--- config.mk ---
export PLATFORM = sky130hd
export DESIGN_NAME = noc_input_buffers
export DESIGN_NICKNAME = d
export VERILOG_FILES = /design/src/rtl/noc_input_buffers.sv
export SDC_FILE = /design/constraint.sdc
export NUM_CORES = 1
export LEC_CHECK = 0
export CORE_MARGIN = 8
export CORE_UTILIZATION = 54
export DETAILED_ROUTE_END_ITERATION = 8
export GPL_TIMING_DRIVEN = 0
export PLACE_DENSITY = 0.85
export SLEW_MARGIN = 0
export SYNTH_ARGS = -nofsm -noshare
export SYNTH_HDL_FRONTEND = slang
export SYNTH_SLANG_ARGS = --single-unit
--- constraint.sdc ---
create_clock -name clk -period 2.75 [get_ports clk]
set_clock_uncertainty 0.2 [all_clocks]
set_input_delay 0.55 -clock clk [delete_from_list [all_inputs] [get_ports clk]]
set_output_delay 0.55 -clock clk [all_outputs]
set_load 0.005 [all_outputs]
--- src/rtl/noc_input_buffers.sv ---
// noc_input_buffers
//   Per-port input FIFOs for the NoC router, each with a look-ahead XY route
//   decoder that holds the wormhole route for the rest of a packet.
//
// Ports
//   clk            : rising-edge clock
//   rst            : synchronous, active-low reset
//   in_flit_i      : incoming flits, port p at [p*FLIT_W +: FLIT_W]
//   in_valid_i     : flit present on port p
//   in_ready_o     : FIFO p has room
//   out_flit_o     : head flit of FIFO p
//   out_valid_o    : FIFO p non-empty
//   out_route_o    : one-hot route of the head flit, {L,W,E,S,N} per port
//   pop_i          : consume the head flit of FIFO p
//   count_o        : occupancy of FIFO p
//   overflow_err_o : sticky, a write arrived while FIFO p was full
module noc_input_buffers #(
  parameter int NUM_PORTS = 5,
  parameter int FLIT_W    = 16,
  parameter int DEPTH     = 4,
  parameter int COORD_W   = 4,
  parameter int MY_X      = 0,
  parameter int MY_Y      = 0
) (
  input  logic                                   clk,
  input  logic                                   rst,
  input  logic [NUM_PORTS*FLIT_W-1:0]            in_flit_i,
  input  logic [NUM_PORTS-1:0]                   in_valid_i,
  output logic [NUM_PORTS-1:0]                   in_ready_o,
  output logic [NUM_PORTS*FLIT_W-1:0]            out_flit_o,
  output logic [NUM_PORTS-1:0]                   out_valid_o,
  output logic [NUM_PORTS*5-1:0]                 out_route_o,
  input  logic [NUM_PORTS-1:0]                   pop_i,
  output logic [NUM_PORTS*$clog2(DEPTH+1)-1:0]   count_o,
  output logic [NUM_PORTS-1:0]                   overflow_err_o
);

  localparam int PtrW = $clog2(DEPTH);
  localparam int CntW = $clog2(DEPTH+1);
  localparam logic [COORD_W-1:0] MyX = MY_X[COORD_W-1:0];
  localparam logic [COORD_W-1:0] MyY = MY_Y[COORD_W-1:0];

  typedef enum logic {
    IDLE,
    BODY
  } route_state_e;

  // Dimension-ordered XY routing: resolve X first, then Y, else eject locally.
  function automatic logic [4:0] xyDecode(input logic [COORD_W-1:0] dx,
                                          input logic [COORD_W-1:0] dy);
    logic [4:0] r;
    r = 5'b10000;
    if (dx > MyX)      r = 5'b00100;
    else if (dx < MyX) r = 5'b01000;
    else if (dy > MyY) r = 5'b00001;
    else if (dy < MyY) r = 5'b00010;
    return r;
  endfunction

  for (genvar p = 0; p < NUM_PORTS; p++) begin : g_port
    logic [FLIT_W-1:0] mem_q [DEPTH];
    logic [PtrW-1:0]   wrPtr_q;
    logic [PtrW-1:0]   rdPtr_q;
    logic [CntW-1:0]   count_q;
    logic [CntW-1:0]   count_d;
    logic              overflow_q;
    route_state_e      state_q;
    logic [4:0]        routeLatch_q;

    logic [FLIT_W-1:0] headFlit;
    logic [FLIT_W-1:0] inFlit;
    logic              notFull;
    logic              notEmpty;
    logic              doPush;
    logic              doPop;
    logic [4:0]        headDecode;
    logic [4:0]        headRoute;

    assign inFlit     = in_flit_i[p*FLIT_W +: FLIT_W];
    assign headFlit   = mem_q[rdPtr_q];
    assign notFull    = (count_q < CntW'(DEPTH));
    assign notEmpty   = (count_q != '0);
    assign doPush     = in_valid_i[p] & notFull;
    assign doPop      = pop_i[p] & notEmpty;
    assign headDecode = xyDecode(headFlit[2*COORD_W-1:COORD_W], headFlit[COORD_W-1:0]);

    // Occupancy bookkeeping; a simultaneous push and pop cancel out.
    always_comb begin
      count_d = count_q;
      if (doPush && !doPop)      count_d = count_q + CntW'(1);
      else if (!doPush && doPop) count_d = count_q - CntW'(1);
    end

    // Storage array carries no reset: stale entries are never visible because
    // validity comes from the count register.
    always_ff @(posedge clk) begin
      if (doPush) mem_q[wrPtr_q] <= inFlit;
    end

    // Pointers, count and the sticky overflow flag.
    always_ff @(posedge clk) begin
      if (!rst) begin
        wrPtr_q    <= '0;
        rdPtr_q    <= '0;
        count_q    <= '0;
        overflow_q <= 1'b0;
      end else begin
        count_q <= count_d;
        if (doPush) wrPtr_q <= wrPtr_q + PtrW'(1);
        if (doPop)  rdPtr_q <= rdPtr_q + PtrW'(1);
        if (in_valid_i[p] && !notFull) overflow_q <= 1'b1;
      end
    end

    // Wormhole route FSM: a HEAD without TAIL pins its route until the TAIL
    // leaves. A non-HEAD popped in IDLE is a protocol error and changes nothing.
    always_ff @(posedge clk) begin
      if (!rst) begin
        state_q      <= IDLE;
        routeLatch_q <= '0;
      end else if (doPop) begin
        case (state_q)
          IDLE: begin
            if (headFlit[FLIT_W-1] && !headFlit[FLIT_W-2]) begin
              state_q      <= BODY;
              routeLatch_q <= headDecode;
            end
          end
          BODY: begin
            if (headFlit[FLIT_W-2]) state_q <= IDLE;
          end
          default: state_q <= IDLE;
        endcase
      end
    end

    // Route shown for the current head flit; zero when empty or when a
    // non-HEAD flit sits at the head outside a packet.
    always_comb begin
      headRoute = '0;
      if (notEmpty) begin
        if (state_q == BODY)         headRoute = routeLatch_q;
        else if (headFlit[FLIT_W-1]) headRoute = headDecode;
      end
    end

    assign in_ready_o[p]                 = notFull;
    assign out_valid_o[p]                = notEmpty;
    assign out_flit_o[p*FLIT_W +: FLIT_W] = headFlit;
    assign out_route_o[p*5 +: 5]         = headRoute;
    assign count_o[p*CntW +: CntW]       = count_q;
    assign overflow_err_o[p]             = overflow_q;
  end

endmodule

==> flow_summary.yaml, run 1 <==
drt:
  ant_nets: 0
  drc: 0
  detail_route.first_pass.iterations: 5
  routed_via_density: 5.48
  drt_iter0_drc: 529
  top_layer: "met5"
  wl_met3_mm: 2.52
  routed_wl_mm: 36.3
  met1Wirelength_mm: 13.9
  routedWlPerCell_um: 22.5
  vias: 8830
  wl_met2_mm: 18.9
grt:
  antenna_found_initial: 2
  grt_pass1_wl_mm: 53.9
  grt_util_all_layers_pct: 20.6
  grt_pass1_vias: 9424
  grt_max_degree: 17
  grt-ovfl-total: 0
run_status:
  violations: "negative setup slack"
  status: "finished, violations left"
floorplanning:
  die_h_um: 186
  io_pins: 227
  start_util_pct: 54.5
  fp.dieW_um: 186
  core_sq_um: 28500
  rows: 62
  dieArea_sq_um: 34500
synth:
  synth-seq-cells: 390
  avgSynthCellArea_sq_um: 18.3
  synth_edf_count: 320
  yosysMostFrequentCell: "edfxtp_1"
  ys_types: 38
  yosysSeqAreaShare_pct: 70.7
  synth_largest_area_cell: "edfxtp_1"
  yosysWarnings: 0
  synth_top_area_share_pct: 61.7
  syn_area_sq_um: 15600
  synthFlopType: "edfxtp_1"
  synth_commonest_cells: "edfxtp_1 (320), dfxtp_1 (70), mux4_2 (51), nand2_1 (43), and2_1 (42)"
  synthCells: 849
  async_flop_share_pct: 0
  synth.area.top_cells: "edfxtp_1 (62%), dfxtp_1 (9.0%), mux4_2 (7.4%)"
finish:
  nets: 1320
  area_delta_synth_final_pct: 30.5
  drive_gt1_share_pct: 31.9
  fin_cells: 1611
  num_antenna_cells: 0
  fin_area_sq_um: 20300
job:
  maxCapViolations: 0
setup_path:
  worst_ep_arrival_time_ns: 2.50
  cpMaxStageDelayCell: "mux4_2"
  path_cells: "buf_8 -> buf_12 -> mux4_2 -> nor4_4 -> buf_4 -> nand2_4 -> o22ai_4 -> buf_2"
  worst_path_dominant_cell_family: "buffers and inverters"
  path_class: "reg -> out"
  required_ns: 2.00
  crit_path_start_kind: "flip-flop"
  r2r_slack_ns: 0.17
  reg2reg_from: "g_port[4].count_q[0]"
  r2r_cells: 7
  slowest_delay_ns: 0.55
  critPathBufInv: 4
  worstSetupEndpointType: "primary output"
  timing.rr.end: "g_port[4].count_q[2]"
  critical_path.max_fanout: 6
hold_path:
  min_path_type: "reg -> reg"
  min_from: "g_port[1].routeLatch_q[0]"
  min_to: "g_port[1].routeLatch_q[0]"
  holdPathStages: 2
cts:
  path_clk_slew_ns: 0.06
  clk_latency_ns: 0.51
  clock_path_buffers: 3
  clock_sinks: 390
  cts_max_level: 2
  ctsHoldBuffers: 0
  cts_root_buffer: "clkbuf_16"
  cts_made_buffers: 39
  cts_tree: "built"
power:
  power.leakage_nw: 7.21
  peakVddDrop_uv: 713
  p_per_area_nw_per_um2: 964
  finalPower_mw: 19.6
sta:
  holdWs_ns: 0.270
  period_share_pct: 118
  setup_viol: 17
  period_needed_ns: 3.25
  max_freq_mhz: 308
  worst_slack_ns: -0.499
  tightest_slew_ns: 0.899
  grt_setup_unrepaired: "yes"
  slew_violations: 0
  slew_headroom_pct: 40.1
  hold_viol: 0
place:
  gp_congestion: 0.793
  place_hpwl_mm: 22.5
  dpl_cell_area_sq_um: 18200
  io_buffer_count: 215
  placed_cells: 1457
-- area by class of cell --
class                      count  area (sq um)
clock inverter                12           155
fill                        1784          8220
buffer                        54           457
inverter                      31           116
clock buffer                  58          1110
timing repair buffer         303          2670
multi-input combinational    379          4310
tap                          384           480
sequential                   390         11000
-- worst min-delay path: stages, from the launching register on --
cell and delay [ns]:
dfxtp_1 0.31, nand2_1 0.05, o22ai_1 0.06
-- placed cells by master, fill, tap and decap left out, drive strengths merged, types with 10 or more instances in the layout --
cell           synthesis  layout
a21oi                 15      15
and2                  42      42
buf                   41     186
clkbuf                17      78
clkdlybuf4s15          0      11
clkdlybuf4s50          0     120
conb                   1      10
dfxtp                 70      70
dlygate4sd2            0      20
edfxtp               320     320
ha                    25      25
inv                   31      31
mux4                  80      80
nand2                 43      43
nor2                  12      12
nor2b                 23      23
nor4                  10      10
o21ai                 12      12
o22ai                 16      16
xnor2                 17      17
-- per-layer routing --
metal  vias up  track usage [%]
li1       3954                -
met1      4459             24.9
met2       347             36.8
met3        66             4.35
met4         4             6.07
met5         -                0
-- timing repair --
action                     CTS  global route
pin swaps                   26            19
setup endpoints to repair  103            73
resized for setup          360            79
buffers inserted            60            35
-- how the worst max path moves through the flow --
stage / startpoint / endpoint / cells past startpoint
global route: flip-flop / out_route_o[19] / 8
global placement: flip-flop / out_route_o[24] / 7
detailed placement: flip-flop / out_route_o[9] / 7
finish: flip-flop / out_route_o[19] / 8
floorplan: g_port[0].count_q[2] / g_port[0].count_q[2] / 7
CTS: flip-flop / out_route_o[19] / 8
-- stage by stage --
stage / util (%) / setup TNS, ns / setup slack, ns
after floorplan: - / 0 / 0.200
after global placement: 63.9 / -23.96 / -0.652
after detailed placement: 63.9 / -32.63 / -0.691
after CTS: 69.9 / -6.64 / -0.536
after global routing: 71.2 / -7.96 / -0.585
final: 71.2 / -6.23 / -0.499
-- power breakdown --
| group | internal [mW] | leakage, nW | switching (mW) |
|---|---|---|---|
| registers | 7.23 | 3.51 | 0.515 |
| logic | 3.72 | 3.09 | 2.89 |
| clock network | 3.16 | 0.616 | 2.07 |
| total | 14.1 | 7.21 | 5.48 |
-- logic make-up (layout without fill, tap and decap cells) --
family	Yosys count	count (layout)	share of synthesized area (%)
and+or+nand+nor	166	166	6.64
muxes	85	85	12.6
xor gates and xnor gates	22	22	1.24
other	1	10	0.0241
AOI/OAI and AO/OA	66	66	2.76
adders and majority gates	30	30	2.65
buffers and inverters	89	458	3.39
DFF	390	390	70.7
-- state kept, by name (all words and copies together), names as in the netlist, named ones only --
register and flops:
g_port.wrPtr_q 10, g_port.count_q 15, g_port.state_q 5, g_port.mem_q 320
g_port.routeLatch_q 15, g_port.rdPtr_q 10, g_port.overflow_q 5
Note: power is estimated with default switching activity, not from simulation.
==> run 2, diff against run 1 <==
--- a/config.mk
+++ b/config.mk
@@ -5,6 +5,7 @@
 export SDC_FILE = /design/constraint.sdc
 export NUM_CORES = 1
 export LEC_CHECK = 0
+export ABC_CLOCK_PERIOD_IN_PS = 2750
 export CORE_MARGIN = 8
 export CORE_UTILIZATION = 54
 export DETAILED_ROUTE_END_ITERATION = 8
==> results of run 2 <==
Same layout as run 1: the final DEF is identical, and so are final timing and power.
==> run 3, diff against run 2 <==
--- a/config.mk
+++ b/config.mk
@@ -5,12 +5,14 @@
 export SDC_FILE = /design/constraint.sdc
 export NUM_CORES = 1
 export LEC_CHECK = 0
+export ABC_AREA = 1
 export ABC_CLOCK_PERIOD_IN_PS = 2750
 export CORE_MARGIN = 8
-export CORE_UTILIZATION = 54
+export CORE_UTILIZATION = 55
 export DETAILED_ROUTE_END_ITERATION = 8
 export GPL_TIMING_DRIVEN = 0
-export PLACE_DENSITY = 0.85
+export PLACE_DENSITY_LB_ADDON = 0.12
+export SETUP_SLACK_MARGIN = 0.1
 export SLEW_MARGIN = 0
 export SYNTH_ARGS = -nofsm -noshare
 export SYNTH_HDL_FRONTEND = slang
==> run 3 against run 2 <==
  * The flow still finishes with violations (negative setup slack)
  * Hold slack got worse by 0.016 ns
  * Maximum frequency rose by 16%
  * First-iteration DRC count rose by 55%
  * Largest cell class unchanged
  * Synthesized cell count rose by 72%
  * Sequential power fell by 1%
  * Routed wire length rose by 13%
==> flow_summary.yaml, run 3 <==
run_status:
  status: "finished, violations left"
  violations: "negative setup slack"
power:
  peakVddDrop_uv: 638
  p_per_area_nw_per_um2: 931
  power.leakage_nw: 8.93
floorplanning:
  core_sq_um: 28700
  die_h_um: 187
  io_pins: 227
  start_util_pct: 55.7
  rows: 62
  dieArea_sq_um: 34800
  fp.dieW_um: 187
finish:
  drive_gt1_share_pct: 27.4
  final_cell_mix: "edfxtp_1 (320), nand2_1 (238), inv_1 (137)"
  reg_top3: "g_port.mem_q: 320 flops, g_port.count_q: 15 flops, g_port.routeLatch_q: 15 flops"
  fin_util_pct: 76.8
  nets: 1946
  fillers: 1742
  largest_register_ff_count: 320
  area_delta_synth_final_pct: 37.7
  largest-register: "g_port.mem_q"
  fin_cells: 2241
  layout_commonest_cell: "edfxtp_1"
cts:
  clk_latency_ns: 0.52
  clock_path_buffers: 3
  cts_tree: "built"
  path_clk_slew_ns: 0.06
  cts_max_level: 2
  clock_sinks: 390
  cts_root_buffer: "clkbuf_16"
  cts_made_buffers: 40
place:
  gp_congestion: 0.799
  pre_cts_ws_ns: -0.264
  place_hpwl_mm: 25.1
  io_buffer_count: 215
  placed_cells: 2080
setup_path:
  critPathBufInv: 3
  reg2reg_from: "g_port[2].count_q[1]"
  worst_path_dominant_cell_family: "simple AND/OR/NAND/NOR gates"
  r2r_slack_ns: 0.38
  path_cells: "inv_6 -> buf_6 -> nand2_2 -> nand3_2 -> nand2_2 -> nand2_2 -> nor2_4 -> nand3_2 -> a21oi_4 -> buf_2"
  cp_num_cells: 10
  worst_ep_arrival_time_ns: 2.05
  worstSetupEndpointType: "primary output"
  path_class: "reg -> out"
  timing.rr.end: "g_port[2].count_q[2]"
  critical_path.max_fanout: 7
  slowest_delay_ns: 0.41
  crit_path_frequent_cell: "nand2_2"
  required_ns: 2.00
  r2r_cells: 11
  cpMaxStageDelayCell: "dfxtp_4"
  crit_path_start_kind: "flip-flop"
synth:
  synth_edf_count: 320
  yosysMostFrequentCell: "nand2_1"
  yosysWarnings: 0
  synthFlopType: "edfxtp_1"
  synthCells: 1459
  synth.area.top_cells: "edfxtp_1 (60%), dfxtp_1 (8.8%), nand2_1 (8.2%)"
  syn_area_sq_um: 16000
  async_flop_share_pct: 0
  synth-seq-cells: 390
  synth_commonest_cells: "nand2_1 (351), edfxtp_1 (320), inv_1 (141), nor2_1 (116), nand3_1 (113)"
  ys_types: 22
  yosysSeqAreaShare_pct: 68.8
  synth_largest_area_cell: "edfxtp_1"
  synth_top_area_share_pct: 60.1
  avgSynthCellArea_sq_um: 11.0
sta:
  setup_viol: 4
  hold_viol: 0
  period_needed_ns: 2.80
  slew_violations: 0
  holdWs_ns: 0.254
  period_share_pct: 102
  worst_slack_ns: -0.0509
  slew_headroom_pct: 33.6
  tightest_slew_ns: 0.995
  max_freq_mhz: 357
  grt_setup_unrepaired: "yes"
grt:
  grt-ovfl-total: 0
  grt_util_all_layers_pct: 21.9
  grt_util_met2_pct: 39.0
  antenna_found_initial: 2
  grt_pass1_wl_mm: 62.0
  grt_pass1_vias: 12000
  grt_max_degree: 17
  top_usage_layer: "met2"
  grt_use_met3_pct: 4.44
  grtUsageMet1_pct: 26.1
drt:
  detail_route.first_pass.iterations: 5
  ant_nets: 0
  routed_via_density: 5.29
  routed_wl_mm: 41.0
  drc: 0
  routedWlPerCell_um: 18.3
  drt_iter0_drc: 822
  vias: 11900
hold_path:
  min_path_type: "reg -> reg"
  min_from: "g_port[0].rdPtr_q[1]"
  holdPathStages: 2
job:
  maxCapViolations: 0
[run 3: cell count changes in the layout (fill, tap and decap cells not counted), moves of 73 or more]
| cell | before | now |
|---|---|---|
| inv_1 | 30 | 137 |
| mux4_2 | 75 | 0 |
| nand2_1 | 38 | 238 |
| nand2_2 | 3 | 91 |
| nor2_1 | 12 | 85 |
| o21ai_0 | 8 | 90 |
[run 3: layer usage]
metal / share of wire [%] / wire length (um)
met5: 0.032 / 13
met4: 2.8 / 1160
met3: 6.9 / 2830
met2: 52 / 21200
met1: 39 / 15900
[run 3: cell families after synthesis]
logic type / share of synthesized area (%)
and+or+nand+nor: 15.0
DFF: 68.8
buffers and inverters: 6.50
AOI/OAI and AO/OA: 7.09
adders and majority gates: 2.58
other: 0.0234
[run 3: worst min-delay path: stages, from the launching register on]
cell	delay (ns)
dfxtp_1	0.30
inv_1	0.05
a21oi_1	0.07
[run 3: what timing repair did]
action,in CTS,in global routing
setup endpoints to repair,95,47
gates cloned,12,1
hold buffers,0,0
buffers inserted,52,21
pin swaps,83,81
gates resized for setup,399,191
[run 3: how the worst max path moves through the flow]
stage	start	end
after floorplan	in_valid_i[3]	g_port[3].count_q[2]
after global placement	in_valid_i[4]	g_port[4].mem_q[3][12]
after detailed placement	in_valid_i[0]	g_port[0].mem_q[1][11]
after CTS	flip-flop	out_route_o[9]
after global routing	flip-flop	out_route_o[10]
final	flip-flop	out_route_o[10]
[run 3: where the power goes]
group | leakage [nW] | switching [mW] | internal [mW]
Sequential | 3.51 | 0.421 | 7.23
Clock | 0.640 | 2.15 | 3.19
Combinational | 4.79 | 4.16 | 3.38
[run 3: final cells by class]
type	count	area (sq um)	share of cell area, %
inverters	156	641	2.91
clock inverters	11	115	0.523
multi-input cells	846	4870	22.1
plain buffers	76	768	3.49
clock buffers	63	1200	5.45
repair buffers	314	2920	13.2
diodes	1	2.50	0.0114
flip-flops and latches	390	11000	50.1
well taps	384	480	2.18
[run 3: through the flow]
step | TNS [ns] | power (mW) | instance area (sq um)
2_1_floorplan | 0 | 10.8 | 16000
5_1_grt | -0.782 | 21.6 | 22000
6_report | -0.109 | 20.5 | 22000
3_5_place_dp | -5.00 | 13.8 | 18900
3_3_place_gp | -115.68 | 13.5 | 18700
4_1_cts | -0.0578 | 19.9 | 21400
